[config.mk]
export PLATFORM = sky130hd
export DESIGN_NAME = bpu
export DESIGN_NICKNAME = d
export VERILOG_FILES = /design/src/rtl/bpu_pkg.sv /design/src/rtl/bpu_table.sv /design/src/rtl/bpu.sv
export SDC_FILE = /design/constraint.sdc
export NUM_CORES = 1
export LEC_CHECK = 0
export CELL_PAD_IN_SITES_DETAIL_PLACEMENT = 1
export CELL_PAD_IN_SITES_GLOBAL_PLACEMENT = 1
export CORE_MARGIN = 1.5
export CORE_UTILIZATION = 50
export CTS_CLUSTER_SIZE = 12
export DETAILED_ROUTE_END_ITERATION = 8
export HOLD_SLACK_MARGIN = 0.06
export PLACE_DENSITY = 0.79
export SETUP_SLACK_MARGIN = 0.3
export SYNTH_ARGS = -nofsm -noshare
export SYNTH_HDL_FRONTEND = slang
export SYNTH_SLANG_ARGS = --single-unit
[constraint.sdc]
create_clock -name clk -period 5.35 [get_ports clk]
set_input_delay 1.07 -clock clk [delete_from_list [all_inputs] [get_ports clk]]
set_output_delay 1.07 -clock clk [all_outputs]
set_load 0.05 [all_outputs]
[src/rtl/bpu_pkg.sv]
// Shared definitions for the branch predictor: pipeline hold encodings,
// jump-enable level and the 2-bit saturating counter update.
package bpu_pkg;

    localparam logic [2:0] HOLD_NONE = 3'b000;
    localparam logic [2:0] HOLD_PC   = 3'b001;
    localparam logic [2:0] HOLD_IF   = 3'b010;
    localparam logic [2:0] HOLD_ID   = 3'b011;

    localparam logic JUMP_ENABLE = 1'b1;

    typedef logic [31:0] inst_addr_t;

    // Counter encoding: 00 strong-NT, 01 weak-NT, 10 weak-T, 11 strong-T.
    function automatic logic [1:0] sat_update(input logic [1:0] ctr, input logic taken);
        logic [1:0] nxt;
        nxt = ctr;
        if (taken && ctr != 2'b11) nxt = ctr + 2'b01;
        if (!taken && ctr != 2'b00) nxt = ctr - 2'b01;
        return nxt;
    endfunction

endpackage

[src/rtl/bpu_table.sv]
// Register-array storage for the predictor: valid, 2-bit counter, tag, target.
// One asynchronous read port, one write port that applies the counter update.
module bpu_table
    import bpu_pkg::*;
#(
    parameter int IDX_W = 4
) (
    input  logic                     clk,
    input  logic                     rst,
    input  logic [IDX_W-1:0]         rd_idx,
    output logic                     rd_valid,
    output logic [1:0]               rd_ctr,
    output logic [30-IDX_W-1:0]      rd_tag,
    output inst_addr_t               rd_target,
    input  logic                     we,
    input  logic [IDX_W-1:0]         wr_idx,
    input  logic                     wr_taken,
    input  logic [30-IDX_W-1:0]      wr_tag,
    input  inst_addr_t               wr_target
);

    localparam int         TAG_W     = 30 - IDX_W;
    localparam int         DEPTH     = 1 << IDX_W;
    localparam logic [1:0] CTR_RESET = 2'b01;

    logic             valid  [DEPTH];
    logic [1:0]       ctr    [DEPTH];
    logic [TAG_W-1:0] tag    [DEPTH];
    inst_addr_t       target [DEPTH];

    assign rd_valid  = valid[rd_idx];
    assign rd_ctr    = ctr[rd_idx];
    assign rd_tag    = tag[rd_idx];
    assign rd_target = target[rd_idx];

    // NOTE: the whole array is cleared on reset because a reset must discard
    // all branch history; valid alone would suffice for correctness, but the
    // counters also have to restart at weak-NT.
    always_ff @(posedge clk or negedge rst) begin
        if (!rst) begin
            for (int i = 0; i < DEPTH; i++) begin
                valid[i]  <= 1'b0;
                ctr[i]    <= CTR_RESET;
                tag[i]    <= '0;
                target[i] <= '0;
            end
        end else if (we) begin
            // NOTE: non-blocking writes keep the async read port returning the
            // pre-update entry for the rest of this cycle.
            ctr[wr_idx] <= sat_update(ctr[wr_idx], wr_taken);
            // Not-taken outcomes never touch the BTB fields, even on a tag miss.
            if (wr_taken) begin
                valid[wr_idx]  <= 1'b1;
                tag[wr_idx]    <= wr_tag;
                target[wr_idx] <= wr_target;
            end
        end
    end

endmodule

[src/rtl/bpu.sv]
// Dynamic branch predictor: combinational fetch-side lookup, prediction
// tracking down to EX, and training from the EX-stage branch outcome.
module bpu
    import bpu_pkg::*;
#(
    parameter int IDX_W = 4
) (
    input  logic       clk,
    input  logic       rst,
    input  inst_addr_t pc_i,
    input  logic [2:0] hold_flag_i,
    output logic       predict_taken_o,
    output inst_addr_t predict_addr_o,
    output logic       bp_result_o,
    input  logic       need_predict_i,
    input  logic       jump_act_i,
    input  inst_addr_t inst_addr_i,
    input  inst_addr_t jump_addr_i
);

    localparam int TAG_W = 30 - IDX_W;

    logic [IDX_W-1:0] rd_idx;
    logic [TAG_W-1:0] rd_tag_pc;
    logic             rd_valid;
    logic [1:0]       rd_ctr;
    logic [TAG_W-1:0] rd_tag;
    inst_addr_t       rd_target;
    logic             hit;
    logic             s_id;
    logic             s_ex;
    logic             unused_bits;

    assign rd_idx    = pc_i[IDX_W+1:2];
    assign rd_tag_pc = pc_i[31:IDX_W+2];

    bpu_table #(
        .IDX_W(IDX_W)
    ) u_table (
        .clk       (clk),
        .rst       (rst),
        .rd_idx    (rd_idx),
        .rd_valid  (rd_valid),
        .rd_ctr    (rd_ctr),
        .rd_tag    (rd_tag),
        .rd_target (rd_target),
        .we        (need_predict_i),
        .wr_idx    (inst_addr_i[IDX_W+1:2]),
        .wr_taken  (jump_act_i == JUMP_ENABLE),
        .wr_tag    (inst_addr_i[31:IDX_W+2]),
        .wr_target (jump_addr_i)
    );

    // The tag spans every upper PC bit, so a hit is an exact PC match.
    assign hit             = rd_valid && (rd_tag == rd_tag_pc);
    assign predict_taken_o = hit && rd_ctr[1];
    assign predict_addr_o  = predict_taken_o ? rd_target : 32'h0;

    // Holds at or above If/Id squash the stage, so its prediction is dropped.
    always_ff @(posedge clk or negedge rst) begin
        if (!rst) begin
            s_id <= 1'b0;
            s_ex <= 1'b0;
        end else begin
            s_id <= (hold_flag_i >= HOLD_IF) ? 1'b0 : predict_taken_o;
            s_ex <= (hold_flag_i >= HOLD_ID) ? 1'b0 : s_id;
        end
    end

    assign bp_result_o = s_ex & need_predict_i;

    // Instructions are word aligned; the low address bits carry no information.
    assign unused_bits = ^{pc_i[1:0], inst_addr_i[1:0]};

endmodule

### After elaboration in Yosys (flattened, before gate mapping)

Index checks and enable logic that the tools add are counted.

| word-level totals | value |
|---|---|
| register bits after elaboration | 978 |
| output and inout bits | 34 |

| cells by class | value |
|---|---|
| $add $sub $neg | 2 |
| order comparisons | 5 |
| equality and inequality tests | 2 |
| muxes and demuxes | 32 |
| bitwise operators | 4 |
| reductions and logical operators | 8 |

Operator list:

| kind | count |
|---|---|
| $bwmux W512 | 1 |
| $bwmux W416 | 1 |
| $bmux W32 S4 | 1 |
| $demux W32 S4 | 1 |
| $mux W32 | 4 |
| $bmux W26 S4 | 1 |
| $demux W26 S4 | 1 |
| $mux W26 | 3 |
| $bwmux W32 | 1 |
| $eq A26 B26 Y1 | 1 |
| $bmux W2 S4 | 2 |
| $mux W2 | 8 |
| $or A16 B16 Y16 | 1 |
| $ge A5 B5 Y1 const B | 2 |
| $not A4 Y5 | 2 |
| $demux W2 S4 | 1 |
| $ge A3 B2 Y1 const B | 2 |
| $logic_and A1 B1 Y1 | 5 |
| $lt A5 B1 Y1 const B | 1 |
| $mux W1 | 5 |
| $bmux W1 S4 | 1 |
| $demux W1 S4 | 1 |
| $add A2 B1 Y2 const B | 1 |
| $ne A2 B2 Y1 const B | 1 |
| other kinds (5) | 5 |

### Depth between registers and ports, before layout

| logic depth | value |
|---|---|
| depth in word-level cells | 10 |
| mapped depth | 13 |
| depth with buffers taken out | 8 |

### Modules after synthesis

A second synthesis with hierarchy kept.

| second synthesis, totals | value |
|---|---|
| cells, all modules | 2681 |
| area total of the unflattened synthesis | 44715.4 µm² |

Modules (own cells, without submodules):

| module | instances | cells each | area an instance (µm²) | seq. area each (µm²) |
|---|---|---|---|---|
| bpu_table | 1 | 2596 | 43983.4 | 24443.4 |
| bpu | 1 | 85 | 732.0 | 50.0 |

### Worst setup path after synthesis

Ideal clock, no wire load.

| timing path | value |
|---|---|
| path kind | input to output |
| from | in pc_i[4] |
| to | out predict_taken_o |
| data arrival time | 4.581 ns |
| slack | -0.301 ns |
| cell stages on the path | 8 |
| path through | buf_2 > buf_2 > mux4_2 > mux4_2 > xor2_1 > nor4_2 > nand4_2 > nor4b_1 |

| on the way | value |
|---|---|
| cells in the longest elaborated chain, start to end | 7 |
| elaborated cells between the ends (all ways) | 13 |
| those cells by class | 1 x eq/ne; 9 x mux; 1 x bitwise; 2 x reduce/logical |

RTL lines:

| element | line | source |
|---|---|---|
| start, declared | bpu.sv:10 | `input inst_addr_t pc_i,` |
| $not A4 Y5 (implied by the code) (*) | bpu_table.sv:31, bpu_table.sv:32, bpu_table.sv:33 |  |
| $bmux W26 S4 | bpu_table.sv:33 | `assign rd_tag = tag[rd_idx];` |
| $mux W26 (implied by the code) (2 in series) | bpu_table.sv:33 |  |
| $eq A26 B26 Y1 | bpu.sv:55 | `assign hit = rd_valid && (rd_tag == rd_tag_pc);` |
| $logic_and A1 B1 Y1 | bpu.sv:55 |  |
| $logic_and A1 B1 Y1 (*) | bpu.sv:56 | `assign predict_taken_o = hit && rd_ctr[1];` |
| end, declared | bpu.sv:12 | `output logic predict_taken_o,` |

Mark *: on every way between the ends. The rest lies on a longest branch, timed or not. The select of a mux whose other input is x is not followed.

### Worst setup path after layout

| timing path | value |
|---|---|
| from | in pc_i[2] |
| to | out predict_taken_o |

Same word-level chain as after synthesis.

==> Implementation_results.wiki <==
{| class="wikitable"
! Metric !! Value
|-
| Result of the run || finished with violations
|-
| Violated checks || DRC
|-
| Synth unique cells || between 50 and 60
|-
| Number of buffers between clock root and the deepest sink || 3
|-
| Leakage power || ~0.024 uW
|-
| Mapped Area || approximately 45000 um2
|-
| Maximum achievable frequency || approximately 200 MHz
|-
| Chip Width || 303 um
|-
| Top cells by area, synth || sky130_fd_sc_hd__dfrtp_1, sky130_fd_sc_hd__mux2_2, sky130_fd_sc_hd__mux4_2
|-
| Fraction of the yosys area taken by sequential cells || ~55%
|-
| Period minus WS final || approximately 5.1 ns
|-
| Final hold slack || about 0.46 ns
|-
| Clk sinks || 978
|-
| Net Count, Synth || between 2000 and 3000
|-
| Largest area contributor in the netlist || sky130_fd_sc_hd__dfrtp_1
|-
| Htree depth || 3
|-
| Worst clock skew on the final layout || 0.0197 ns
|-
| Max transition margin || a little over a quarter
|-
| Final Hold Violating Endpoints || 0
|-
| Area overhead of the layout relative to synthesis || 17.6%
|-
| Total wire length after detailed routing || ~130 mm
|-
| Vias in the first global route || 29500
|-
| Placed cell count || 3944
|-
| Fraction of registers with async set/reset || 100%
|-
| Buffer type at the clock tree root || sky130_fd_sc_hd__clkbuf_16
|-
| Via-per-instance ratio || 6.27
|-
| Yosys synthesis warning count || 0
|-
| Final core utilization || ~60%
|-
| Aggregate global routing overflow || 0
|-
| Placer Congestion || 0.786
|-
| Worst r2r src || u_table.tag[260]
|-
| Count of flip-flops with a built-in enable after synthesis || 0
|-
| Clock input transition at the sequential cells of the worst setup and hold paths || 0.06 ns
|-
| I/O pin total || between 100 and 150
|-
| Share of the clock period used by the worst path || a little over nine tenths
|-
| Die footprint || around 92000 um2
|-
| Crit Reg-Reg Endpoint || s_id
|-
| Total CTS buffers || about 100
|-
| # rows || 109
|-
| Count of vias placed by the detailed router || 26200
|-
| Worst setup margin || approximately 0.25 ns
|-
| Post-Syn Area per Cell || around 16 um2
|-
| Data arrival time of the worst path || 4.03 ns
|-
| Yosys top cell area share || a little over half
|-
| Starting utilization of the core area || 50.6%
|-
| Least-Margin Pin Slew || around 1.1 ns
|-
| Fill cell count || roughly 7800
|-
| Wire length of the first global-routing pass || just under 200 mm
|-
| Later-pin clock latency in the skew report || about 0.66 ns
|-
| Fraction of final layout cells sized beyond drive strength 1 || between 50% and 60%
|-
| Max-slew violation count || 0
|-
| Main synth FF type || sky130_fd_sc_hd__dfrtp_1
|-
| Path class of the lowest-slack min-delay path || primary input to async pin
|-
| 1st-pass router iterations || 7
|-
| Setup WS pre-CTS || -0.135 ns
|-
| Setup-violating endpoint count in the final report || 0
|-
| GRT Resource Usage Total || around 28%
|-
| Number of cells on the worst reg-to-reg path || 9
|-
| Initial drt markers || 1711
|-
| Core Box Area || 88600 um2
|-
| Maximum VDD drop || 0.284 mV
|-
| Register bit total from synthesis || between 900 and 1000
|-
| Worst R2R Setup Slack || approximately 2.3 ns
|-
| Average wire length per cell after detail routing || ~30 um
|-
| Critical Path RT || approximately 4.3 ns
|-
| Path type of the worst setup path || primary input to output pin
|-
| I/O Buffers || between 100 and 150
|-
| Final HPWL from detailed placement || just over 70 mm
|-
| Max Cap Violations || 0
|-
| CP Max Fanout || 8
|-
| Total DRC errors in the routed layout || 12
|-
| Fin cells || ~4200
|-
| TritonCTS clock tree || built
|-
| Remaining number of nets flagged by the antenna check after routing || 0
|-
| Category of the worst setup path capture point || output pin
|-
| Pwr Density || roughly 390 nW/um2
|-
| Vert. Die Dim || 303 um
|-
| Initial antenna violation count || 4
|-
| Maximum number of pins on one net before global-route repair || roughly 150
|-
| Unrepaired setup endpoints after global routing || yes
|-
| Startpoint type of the worst setup path || primary input
|-
| Cells after Synth || around 2800
|-
| Layout net count || between 3000 and 4000
|}
==> report_power, final <==
| group | total [uW] | switching (uW) | internal, uW | leakage [uW] |
|---|---|---|---|---|
| combinational | 3800 | 1550 | 2240 | 0.00987 |
| sequential | 9830 | 872 | 8960 | 0.0124 |
| clock | 7090 | 2960 | 4130 | 0.00164 |
| total | 20700 | 5390 | 15300 | 0.0239 |
==> state kept, by name (all words and copies together) (netlist names) <==
signal and cells:
u_table.valid 16, u_table.ctr 32, s_ex 1, u_table.tag 416
s_id 1, u_table.target 512
==> synthesized netlist by cell type (6+ instances only) <==
cell,instances
sky130_fd_sc_hd__mux2i_1,57
sky130_fd_sc_hd__nor2_1,24
sky130_fd_sc_hd__dfrtp_1,962
sky130_fd_sc_hd__buf_1,90
sky130_fd_sc_hd__buf_4,6
sky130_fd_sc_hd__a22oi_1,12
sky130_fd_sc_hd__mux2_2,964
sky130_fd_sc_hd__nor4_2,32
sky130_fd_sc_hd__nand2_1,61
sky130_fd_sc_hd__nor2b_1,7
sky130_fd_sc_hd__buf_2,47
sky130_fd_sc_hd__nand2b_1,20
sky130_fd_sc_hd__dfstp_2,16
sky130_fd_sc_hd__xor2_1,29
sky130_fd_sc_hd__buf_6,11
sky130_fd_sc_hd__clkbuf_1,94
sky130_fd_sc_hd__a21oi_1,6
sky130_fd_sc_hd__xnor2_1,12
sky130_fd_sc_hd__nand3_1,23
sky130_fd_sc_hd__mux4_2,260
sky130_fd_sc_hd__nor4_1,6
==> worst max-delay path by stage <==
stage | start | end | slack [ns] | depth (start not counted)
after floorplan | pc_i[4] | predict_addr_o[0] | -0.19 | 8
after global placement | pc_i[3] | predict_addr_o[31] | -0.14 | 14
after detailed placement | pc_i[3] | predict_addr_o[31] | -0.14 | 14
after CTS | pc_i[2] | predict_addr_o[18] | 0.27 | 13
after global routing | pc_i[2] | predict_addr_o[18] | 0.24 | 12
final | pc_i[2] | predict_taken_o | 0.25 | 11
==> worst max-delay path, stage by stage <==
cell	delay, ns
sky130_fd_sc_hd__buf_16	0.12
sky130_fd_sc_hd__buf_16	0.17
sky130_fd_sc_hd__mux4_2	0.51
sky130_fd_sc_hd__mux4_2	0.52
sky130_fd_sc_hd__xor2_4	0.20
sky130_fd_sc_hd__nor4_4	0.33
sky130_fd_sc_hd__nand4_4	0.14
sky130_fd_sc_hd__buf_12	0.17
sky130_fd_sc_hd__buf_12	0.15
sky130_fd_sc_hd__nor4b_4	0.41
sky130_fd_sc_hd__buf_12	0.19
==> cell usage in the layout (no fill, tap or decap), types with 20 or more instances in the layout <==
| cell | count |
|---|---|
| sky130_fd_sc_hd__nand3_1 | 22 |
| sky130_fd_sc_hd__clkbuf_16 | 111 |
| sky130_fd_sc_hd__xor2_1 | 28 |
| sky130_fd_sc_hd__nand2_1 | 44 |
| sky130_fd_sc_hd__buf_4 | 72 |
| sky130_fd_sc_hd__nand2b_1 | 20 |
| sky130_fd_sc_hd__clkbuf_8 | 28 |
| sky130_fd_sc_hd__nor2_1 | 22 |
| sky130_fd_sc_hd__dfrtp_1 | 962 |
| sky130_fd_sc_hd__buf_12 | 66 |
| sky130_fd_sc_hd__clkdlybuf4s50_1 | 93 |
| sky130_fd_sc_hd__mux4_2 | 261 |
| sky130_fd_sc_hd__mux2_2 | 964 |
| sky130_fd_sc_hd__nor4_4 | 33 |
| sky130_fd_sc_hd__mux2i_1 | 51 |
| sky130_fd_sc_hd__clkbuf_1 | 35 |
==> layer usage <==
| layer | track usage (%) | share of wire [%] | vias to the layer above | routed length (um) |
|---|---|---|---|---|
| met3 | 3.35 | 4.3 | 180 | 5530 |
| li1 | - | - | 10700 | - |
| met5 | 0 | 0.019 | - | 24 |
| met2 | 47.5 | 51 | 651 | 64600 |
| met1 | 39.2 | 42 | 14600 | 53600 |
| met4 | 7.14 | 2.6 | 4 | 3360 |
==> layout make-up <==
class / instances / area [um2] / area share, %
Clock buffer: 167 / 3130 / 5.93
Antenna cell: 2 / 5.00 / 0.00948
Timing Repair Buffer: 270 / 3570 / 6.76
Tap cell: 1165 / 1460 / 2.76
Inverter: 3 / 11.3 / 0.0213
Clock inverter: 20 / 200 / 0.379
Sequential cell: 978 / 24500 / 46.4
Multi-Input combinational cell: 1569 / 19900 / 37.7
==> cell families after synthesis <==
| logic type | count (synthesis) | synth area share [%] |
|---|---|---|
| and+or+nand+nor | 197 | 2.71 |
| AOI/OAI and AO/OA | 47 | 0.822 |
| muxes | 1282 | 38.6 |
| xor gates and xnor gates | 41 | 0.800 |
| adders and majority gates | 2 | 0.0557 |
| DFF | 978 | 54.6 |
| buffers and inverters | 252 | 2.50 |
==> metrics by stage <==
stage / area (um2) / total power, uW / TNS (ns)
6_report: 52800 / 20700 / 0
5_1_grt: 52800 / 21500 / 0
4_1_cts: 52200 / 20700 / 0
3_5_place_dp: 48400 / 13500 / -0.167
3_3_place_gp: 48400 / 13100 / -0.204
2_1_floorplan: 45200 / 12200 / -0.370
==> what timing repair did <==
action                     CTS  global route
setup endpoints to repair   33            33
pin swaps                   10            30
resized for setup           29            53
hold buffers                 0             0
setup buffers                9            20
cloned                       6             6
Power figures use the tool's default switching activity.
